File: src/rtl/seq_detect_param.sv
// Serial bit-pattern detector with run-time loadable pattern, overlap select,
// valid-qualified input and a saturating match counter.
module seq_detect_param #(
  parameter int unsigned       PAT_W       = 4,
  parameter logic [PAT_W-1:0]  DEFAULT_PAT = 4'b1101,
  parameter int unsigned       CNT_W       = 8
) (
  input  logic             clk,
  input  logic             rst,
  input  logic             in_valid,
  input  logic             in,
  input  logic             pat_load,
  input  logic [PAT_W-1:0] pat_in,
  input  logic             overlap_en,
  input  logic             cnt_clr,
  output logic             match,
  output logic [CNT_W-1:0] match_cnt,
  output logic             armed
);

  localparam int unsigned FW = $clog2(PAT_W + 1);

  typedef enum logic [0:0] {FILL, ARMED} state_t;

  state_t           state, state_n;
  logic [PAT_W-1:0] pattern, pattern_n;
  logic [PAT_W-1:0] history, history_n;
  logic [FW-1:0]    fill, fill_n;
  logic [CNT_W-1:0] cnt_n;
  logic             match_n;
  logic             consume;
  logic             hit;
  logic [PAT_W-1:0] shifted;
  logic [FW-1:0]    fill_inc;

  always_ff @(posedge clk or posedge rst) begin
    if (rst) begin
      state     <= FILL;
      pattern   <= DEFAULT_PAT;
      history   <= '0;
      fill      <= '0;
      match     <= 1'b0;
      match_cnt <= '0;
    end else begin
      state     <= state_n;
      pattern   <= pattern_n;
      history   <= history_n;
      fill      <= fill_n;
      match     <= match_n;
      match_cnt <= cnt_n;
    end
  end

  assign armed = (state == ARMED);

  always_comb begin
    pattern_n = pattern;
    history_n = history;
    fill_n    = fill;
    state_n   = state;
    match_n   = 1'b0;
    cnt_n     = match_cnt;
    consume   = in_valid && !pat_load;
    shifted   = {history[PAT_W-2:0], in};
    fill_inc  = fill + FW'(1);
    hit       = 1'b0;

    // A fill/state pair that cannot arise normally restarts the history.
    case (state)
      FILL: begin
        if (fill >= FW'(PAT_W)) begin
          fill_n  = '0;
          consume = 1'b0;
        end else begin
          hit = consume && (shifted == pattern) && (fill == FW'(PAT_W - 1));
        end
      end
      ARMED: begin
        if (fill != FW'(PAT_W)) begin
          state_n = FILL;
          fill_n  = '0;
          consume = 1'b0;
        end else begin
          hit = consume && (shifted == pattern);
        end
      end
      default: begin
        state_n = FILL;
        fill_n  = '0;
        consume = 1'b0;
      end
    endcase

    if (pat_load) begin
      pattern_n = pat_in;
      history_n = '0;
      fill_n    = '0;
      state_n   = FILL;
    end else if (consume) begin
      history_n = shifted;
      if (state == FILL) begin
        fill_n = fill_inc;
        if (fill_inc == FW'(PAT_W)) state_n = ARMED;
      end
      if (hit && !overlap_en) begin
        fill_n  = '0;
        state_n = FILL;
      end
    end

    match_n = hit;

    if (cnt_clr)
      cnt_n = hit ? CNT_W'(1) : '0;
    else if (hit && (match_cnt != '1))
      cnt_n = match_cnt + CNT_W'(1);
  end

endmodule

File: config.mk
export PLATFORM = sky130hd
export DESIGN_NAME = seq_detect_param
export DESIGN_NICKNAME = d
export VERILOG_FILES = /design/src/rtl/seq_detect_param.sv
export SDC_FILE = /design/constraint.sdc
export NUM_CORES = 1
export LEC_CHECK = 0
export CELL_PAD_IN_SITES_DETAIL_PLACEMENT = 0
export CELL_PAD_IN_SITES_GLOBAL_PLACEMENT = 1
export CORE_MARGIN = 2
export CORE_UTILIZATION = 50
export CTS_CLUSTER_SIZE = 40
export DETAILED_ROUTE_END_ITERATION = 10
export DONT_BUFFER_PORTS = 1
export PLACE_DENSITY_LB_ADDON = 0.2
export SLEW_MARGIN = 5
export SYNTH_ARGS = -nofsm -noshare
export SYNTH_HDL_FRONTEND = slang
export SYNTH_SLANG_ARGS = --single-unit
File: constraint.sdc
create_clock -name clk -period 5.3 [get_ports clk]
set_input_delay 1.06 -clock clk [delete_from_list [all_inputs] [get_ports clk]]
set_output_delay 1.06 -clock clk [all_outputs]
set_load 0.02 [all_outputs]
### Word level (Yosys, flattened, before mapping)

Index checks and enable logic that the tools add are counted.

* bitwise gates (word level): 1
* reductions and logical operators: 9
* magnitude comparators: 1
* add/subtract/negate cells: 2
* eq/ne operators: 5
* mux-type cells: 25

Operators with widths (number)
* 3-bit 2-to-1 mux: 8
* 8-bit 2-to-1 mux: 2
* 1-bit 2-to-1 mux: 12
* 8-bit by 1-bit adder with 8-bit output (second input constant): 1
* 8-bit != test (second input constant): 1
* 3-bit one-hot mux with 2 select lines: 1
* 1-bit logical AND: 5
* 4-bit equality test: 1
* 1-bit one-hot mux with 2 select lines: 2
* 2-bit nonzero test: 2
* 3-bit by 1-bit adder with 3-bit output (second input constant): 1
* 3-bit by 2-bit equality test with 1-bit output (second input constant): 1
* 3-bit equality test (second input constant): 1
* 3-bit >= comparator (second input constant): 1
* 3-bit != test (second input constant): 1
* 1-bit logical NOT: 2
* 1-bit inverter: 1

* logic and storage cells: 49
* input bits: 11
* register bits: 20
* output and inout bits: 10

### Longest topological paths before layout

Gate-level depths: netlist of the first run.

* depth in word-level cells: 10
* gate-level depth with buffers: 9

### Worst setup path after synthesis of the first run

No wires, ideal clock.

* path type: input -> register
* start: input port pat_load
* end: register match_cnt[5]
* setup time: 125 ps
* data arrival time: 2331 ps
* path slack: 2844 ps
* required time: 5175 ps
* stages: 7
* cell sequence: buf_6 > nor2b_4 > o21ai_2 > or3_4 > buf_6 > nor4_2 > mux2_2

* cells in the longest elaborated chain, start to end: 8

Ends and longest elaborated chain
* start, declared: RTL line 12 `input logic pat_load,`
* 1-bit logical NOT (*): RTL line 63 `consume = in_valid && !pat_load;`
* 1-bit logical AND (*): RTL line 63
* 1-bit logical AND (*): RTL line 75, 84
* 1-bit logical AND: RTL line 75 `hit = consume && (shifted == pattern) && (fill == FW'(PAT_W - 1));`
* 1-bit 2-to-1 mux: RTL line 71 `if (fill >= FW'(PAT_W)) begin`
* 1-bit one-hot mux with 2 select lines (*): RTL line 69 `case (state)`
* 1-bit logical AND (*): RTL line 115 `else if (hit && (match_cnt != '1))`
* 2-bit nonzero test (no line) (*)
* end signal, assigned: RTL line 50 `match_cnt <= cnt_n;`
* end, declared: RTL line 17 `output logic [CNT_W-1:0] match_cnt,`

Mark *: on every way between the ends. The rest lies on a longest branch, timed or not.
A chain may end at the register's enable or synchronous reset.

### Final worst setup path of the first run

* start: input port in
* end: register match_cnt[3]

* cells in the longest elaborated chain, start to end: 7

Ends and longest elaborated chain
* start, declared: RTL line 11 `input logic in,`
* 4-bit equality test (*): RTL line 75, 84
* 1-bit logical AND (*): RTL line 75, 84
* 1-bit logical AND: RTL line 75
* 1-bit 2-to-1 mux: RTL line 71
* 1-bit one-hot mux with 2 select lines (*): RTL line 69
* 1-bit logical AND (*): RTL line 115
* 2-bit nonzero test (no line) (*)

Marked as above.

==> summary.md, run 1 <==
| Metric | Value |
|---|---|
| Top-area cell type share of the netlist area | `0.391` |
| Hold Violations, Final | `0` |
| Lkg Pwr | `0.471 nW` |
| Num CTS Buffers | `3` |
| Tmin final | `2080 ps` |
| Gate Count Post-Synth | `109` |
| DRT antenna net count | `0` |
| Register bit total from synthesis | `20` |
| CTS tree | `done` |
| Share of cells above drive strength 1 | `0.164` |
| Clock network power share | `0.321` |
| Logic gate share of total power | `0.070` |
| Top cells by area, synth | `dfrtp_1 (39%), dfstp_2 (7.2%), ha_1 (5.7%), mux2_2 (5.2%), o21ai_0 (3.7%)` |
| F_max | `0.480 GHz` |
| Routed len/inst | `13.6 um` |
| Finished Layout Cells | `137` |
| CTS Sinks | `20` |
| Compound-Gate Fraction of Synth Area | `0.111` |
| Vias per cell | `5.56` |
| Antenna violations before repair | `0` |
| Pre-CTS setup slack | `2920 ps` |
| Final #Nets | `127` |
| Largest family of logic cells by synthesized area | `simple AND/OR/NAND/NOR gates` |
| Crit start category | `input port` |
| Status | `finished, final reports clean` |
| Crit Path Class | `input port to register` |
| Seq/Total Area, Yosys | `0.463` |
| # rows | `16` |
| Final instance area | `1130 um2` |
| Clock slew seen by the registers of the worst setup and hold paths | `110 ps` |
| Vias post-DR | `762` |
| Peak supply drop | `162 uV` |
| Synthesized cell area | `1090 um2` |
| Die footprint | `2570 um2` |
| Worst min path class | `register to register` |
| Pre-Repair DR Iteration Count | `4` |
| Initial core utilization | `0.544` |
| # setup viols final | `0` |
| TNS Setup | `0 ps` |
| P_int | `0.000211 W` |
| Synth Area in XOR/XNOR | `0.0322` |
| Root Buffer Master | `clkbuf_4` |
| Placed cells | `133` |
| Final wirelength | `1.87 mm` |
| Syn Nets | `125` |
| RSZ-0062 raised after global routing | `no` |
| Initial drt markers | `9` |
| Placed Area | `1100 um2` |
| Setup ws final | `3220 ps` |
| Setup Skew | `3.28 ps` |
| Sequential power share | `0.610` |
| PwrDens | `236 nW/um2` |
| CP required | `5520 ps` |
| Post_cts resized | `0` |
| Max Fanout on Critical Path | `13` |
| Drt drc | `0` |
| Vias in the first global route | `746` |
| GRT Overall Usage | `0.167` |
| Largest net degree at the start of global routing | `21` |
| Adder-Cell Fraction of Synth Area | `0.0575` |
| Tightest Pin Transition | `759 ps` |
| IO buf count | `0` |
| Die Height | `50.7 um` |
| Avg Cell Area, Syn | `9.99 um2` |
| Simple-gate share of the synthesized area | `0.220` |
| Boundary Pins | `21` |
| Max-slew violation count | `0` |
| GRT Residual Overflow | `0` |
| Crit path DAT | `2300 ps` |
| Post-DP HPWL | `1.36 mm` |
| H-tree levels | `1` |
| Mux cell area share after synthesis | `0.0609` |
| Hold_buf cts | `0` |
| Core Region | `2000 um2` |
| Synth cell types | `33` |
| Sw Ratio | `0.212` |
| Final Wtd Congestion | `0.742` |
| First-pass GRT wire length | `3.20 mm` |
| Worst skew pair latency | `290 ps` |
| Longest Clk Path Bufs | `2` |
| Hold WS | `543 ps` |
| Postcts setup bufs | `0` |
| # diodes | `0` |
| Switching pwr | `0.0000567 W` |
| Slew HR | `0.494` |
| Fin crit share | `0.393` |
| Worst setup EP type | `register` |
| Max_cap viols | `0` |
| Area Growth Syn to Fin | `4.02%` |
| Yosys warnings | `0` |
| Die W | `50.7 um` |
| Post-synth top area cell | `dfrtp_1` |
-- metrics by stage --
stage | total power (W) | util
6_report | 0.000267 | 0.566
3_5_place_dp | 0.000185 | 0.548
3_3_place_gp | 0.000184 | 0.548
4_1_cts | 0.000272 | 0.566
5_1_grt | 0.000282 | 0.566
2_1_floorplan | 0.000184 | -
-- synthesized netlist by cell type (all sizes together) --
master	count
or4	2
or2	1
a21oi	6
nand3	7
and3	1
inv	9
dfrtp	17
o21ba	1
o21ai	9
nor2	10
nor4	3
nand2	5
or3	2
nand3b	3
clkbuf	1
ha	5
nand4	1
dfstp	3
mux2i	1
o41ai	1
buf	2
o21bai	1
xnor2	4
o31ai	1
mux2	5
nand2b	3
nor3	2
o31a	1
nor2b	2
-- power groups by stage --
stage | registers (W) | logic [W] | clock network [W]
final | 0.000163 | 0.0000187 | 0.0000857
after global routing | 0.000164 | 0.0000214 | 0.0000963
after CTS | 0.000163 | 0.0000191 | 0.0000902
after detailed placement | 0.000166 | 0.0000191 | 0
after global placement | 0.000166 | 0.0000188 | 0
after floorplan | 0.000165 | 0.0000186 | 0
-- layout make-up --
cell class | count | area, um2
clock buffers | 4 | 36.3
fillers | 183 | 870
inverters | 9 | 33.8
multi-input cells | 77 | 524
flip-flops and latches | 20 | 504
well taps | 27 | 33.8
-- cells in the final DEF (no fill, tap or decap), types with 2 or more instances in the layout --
master and instances:
nand2b_1 3, nand3_1 7, inv_1 9, dfrtp_1 17, nand3b_1 3, xnor2_1 4
clkbuf_4 3, o21ai_0 8, dfstp_2 3, nor3_1 2, a21oi_1 6, nand2_1 5
nor2_1 10, mux2_2 5, nor4_1 2, ha_1 5, or4_1 2
-- routing by layer --
layer  track usage  wire (um)
met5             0          0
met4        0.0541         13
met1         0.184        851
met3        0.0565        103
met2         0.300        896
-- worst max-delay path, stage by stage --
cell and delay [ps]:
xnor2_1 120, o21ai_0 100, or3_4 450, or4_1 410
a21oi_1 160
-- cells by family (layout without fill, tap and decap cells) --
family          after synthesis  in the layout
compound gates               20             20
xor+xnor                      4              4
fa+ha+maj                     5              5
buf+inv                      12             13
flops                        20             20
mux                           6              6
simple gates                 42             42
-- path summary, 6_finish.rpt --
| check | slack [ps] | startpoint | endpoint | cells after the start |
|---|---|---|---|---|
| setup / recovery | 3220 | in | match_cnt[3] | 5 |
| hold / removal | 540 | history[2] | history[2] | 2 |
| setup reg to reg | 3250 | fill[0] | match_cnt[3] | 7 |
| hold reg to reg | 540 | history[2] | history[2] | 2 |
| max in group asynchronous | 4050 | rst | history[0] | 1 |
| min in group asynchronous | 780 | rst | fill[0] | 1 |
-- registers in the layout, indices dropped and copies added (netlist names) --
| signal | count |
|---|---|
| match_cnt | 8 |
| pattern | 4 |
| fill | 3 |
| history | 3 |
| armed | 1 |
| match | 1 |
No activity file was read; power rests on OpenSTA's default activity.
==> inputs of run 2 (changes only) <==
- CORE_UTILIZATION: 50 -> 42
- clock period: 5.3 -> 1.8 ns (I/O delays scaled with it)
==> summary.md, run 2 (same netlist as run 1, synthesis figures left out) <==
| Metric | Value |
|---|---|
| Status | `finished with violations` |
| Failing checks | `negative setup slack` |
| Vias post-DR | `860 (+13%)` |
| Die Height | `54.9 um (+8.4%)` |
| Max_cap viols | `0 (unchanged)` |
| Final Wtd Congestion | `0.695 (-6.3%)` |
| Antenna violations before repair | `0 (unchanged)` |
| Most common cell after layout, fill and taps aside | `buf_4` |
| Longest Clk Path Bufs | `2 (unchanged)` |
| Switching pwr | `0.000189 W (+230%)` |
| # diodes | `0 (unchanged)` |
| Post-DP HPWL | `1.59 mm (+17%)` |
| Routed len/inst | `14.1 um (+3.3%)` |
| Hold Violations, Final | `0 (unchanged)` |
| Finished Layout Cells | `165 (+20%)` |
| Largest Register | `match_cnt` |
| Setup Skew | `6.48 ps (+3.20 ps)` |
| GRT Overall Usage | `0.179 (+0.0119)` |
| Vias per cell | `5.21 (-6.3%)` |
| Buf/Inv on CP | `1 (+1)` |
| Setup ws final | `-116 ps (-3330 ps)` |
| Fin util | `0.580 (+0.0147)` |
| Max Fanout on Critical Path | `5 (-8)` |
| # setup viols final | `9 (+9)` |
| PwrDens | `549 nW/um2 (+130%)` |
| Worst path max stage delay | `430 ps (-20 ps)` |
| H-tree levels | `1 (unchanged)` |
| Number of flip-flops in the largest register | `8 (unchanged)` |
| Worst skew pair latency | `310 ps (+20 ps)` |
| Lkg Pwr | `0.595 nW (+26%)` |
| Crit Path Class | `register to register` |
| DRT antenna net count | `0 (unchanged)` |
| Worst-case reg-to-reg path depth | `7 (unchanged)` |
| IO buf count | `0 (unchanged)` |
| Final #Nets | `152 (+20%)` |
| Area Growth Syn to Fin | `32.1%` |
| # rows | `18 (+2)` |
| Final wirelength | `2.32 mm (+24%)` |
| Crit path DAT | `2160 ps (-140 ps)` |
| Worst min path class | `input port to register` |
| CP startpoint | `fill[0]` |
| Worst setup EP type | `register` |
| R2R Setup Slk | `-120 ps (-3370 ps)` |
| CP required | `2050 ps (-3470 ps)` |
| First-pass GRT wire length | `3.74 mm (+17%)` |
| Crit start category | `register` |
| Placed cells | `153 (+15%)` |
| Die W | `54.9 um (+8.4%)` |
| Slew HR | `0.530 (+0.0365)` |
| GRT Residual Overflow | `0 (unchanged)` |
| Num CTS Buffers | `3 (unchanged)` |
| Worst path cell trace | `inv_2 -> ha_4 -> and3_4 -> o21ai_4 -> or3_4 -> or4_4 -> a21oi_2` |
| Vias in the first global route | `874 (+17%)` |
| Die footprint | `3020 um2 (+17%)` |
| Critical path's slowest cell | `dfrtp_1` |
| Boundary Pins | `21 (unchanged)` |
| Max-slew violation count | `0 (unchanged)` |
| RSZ-0062 raised after global routing | `yes` |
| CTS tree | `done` |
| Tightest Pin Transition | `702 ps (-56.5 ps)` |
| F_max | `0.522 GHz` |
| R2r startpoint | `fill[0]` |
| Clock network power share | `0.289 (-0.032)` |
| Clock slew seen by the registers of the worst setup and hold paths | `110 ps (about the same)` |
| Drt drc | `0 (unchanged)` |
| Crit-path leading delay family | `simple AND/OR/NAND/NOR gates` |
| Root Buffer Master | `clkbuf_4` |
| WP depth | `7 (+2)` |
| Initial drt markers | `10 (+1)` |
| Crit path to | `match_cnt[3]` |
| R2r endpoint | `match_cnt[3]` |
| Share of cells above drive strength 1 | `0.422 (+0.259)` |
| Fillers | `225 (+23%)` |
| Pre-Repair DR Iteration Count | `2 (-2)` |
| Commonest non-fill, non-tap cells in the layout | `buf_4 (20), dfrtp_1 (17), nor2_1 (10), nand3_1 (7), o21ai_0 (7)` |
| Biggest regs | `match_cnt (8), pattern (4)` |
| Fin crit share | `1.06` |
| Hold WS | `84.5 ps (-458 ps)` |
| Peak supply drop | `400 uV (+150%)` |
| Sw Ratio | `0.240 (+0.0275)` |
| Core Region | `2480 um2 (+24%)` |
| P_int | `0.000600 W (+180%)` |
| Tmin final | `1920 ps` |
| CTS Sinks | `20 (unchanged)` |
| Initial core utilization | `0.439 (-0.104)` |
| Sequential power share | `0.608 (-0.002)` |
| Logic gate share of total power | `0.103 (+0.033)` |
| Largest net degree at the start of global routing | `21 (unchanged)` |
-- run 2: cell count changes in the layout (fill, tap and decap cells not counted), moves of 2 or more --
cell / previous run / this run
buf_4: 0 / 20
a21oi_1: 6 / 1
a21oi_2: 0 / 5
buf_6: 0 / 3
inv_1: 9 / 6
nor4_4: 0 / 3
inv_2: 0 / 2
nor3_1: 2 / 0
nor3_2: 0 / 2
nor4_1: 2 / 0
or4_1: 2 / 0
or4_4: 0 / 2
-- run 2: worst reg2reg max path, delay by kind of cell (launching register included) --
family,cells,cell delay [ps]
buffers and inverters,1,100
and+or+nand+nor,3,1010
DFF,1,430
adders and majority gates,1,130
AOI/OAI and AO/OA,2,190
-- run 2: layout make-up --
type	instances	area, um2	area share
multi-input cells	78	639	0.445
flip-flops and latches	20	504	0.351
repair buffers	24	194	0.135
well taps	30	37.5	0.0261
inverters	9	36.3	0.0252
clock buffers	4	26.3	0.0183
-- run 2: how the worst min path moves through the flow --
stage | start | to | slack (ps) | cells after the start
floorplan | rst | armed | 320 | 1
global placement | rst | match_cnt[5] | 300 | 2
detailed placement | rst | match_cnt[5] | 300 | 2
CTS | cnt_clr | match_cnt[2] | 80 | 1
global route | cnt_clr | match_cnt[7] | 70 | 1
finish | cnt_clr | match_cnt[7] | 80 | 1
-- run 2: through the flow --
step	worst slack [ps]	cell area, um2	setup TNS [ps]	total power [W]
2_1_floorplan	-144	1100	-204	0.000542
3_3_place_gp	-80.3	1240	-265	0.000550
3_5_place_dp	-134	1240	-519	0.000552
4_1_cts	-106	1320	-460	0.000792
5_1_grt	-193	1440	-1410	0.000829
6_report	-116	1440	-451	0.000789
-- run 2: layer usage --
metal  GRT usage  share of wire  vias up
met5           0              0        -
met3      0.0349          0.044        4
met2       0.323           0.48       18
met1       0.196           0.45      404
li1            -              -      434
met4      0.0976          0.023        0
-- run 2: timing repair --
item / CTS / global route
resized for setup: 6 / 20
setup buffers: 2 / 4
hold buffers: 1 / 0
pin swaps: 0 / 7
endpoints found under the setup margin: 6 / 12
endpoints found under the hold margin: 17 / 0
cloned: 1 / 0
-- run 2: power by group through the flow --
stage	sequential, W	combinational [W]	clock (W)
floorplan	0.000486	0.0000561	0
global placement	0.000488	0.0000629	0
detailed placement	0.000489	0.0000635	0
CTS	0.000480	0.0000698	0.000243
global route	0.000482	0.0000931	0.000253
finish	0.000480	0.0000809	0.000228
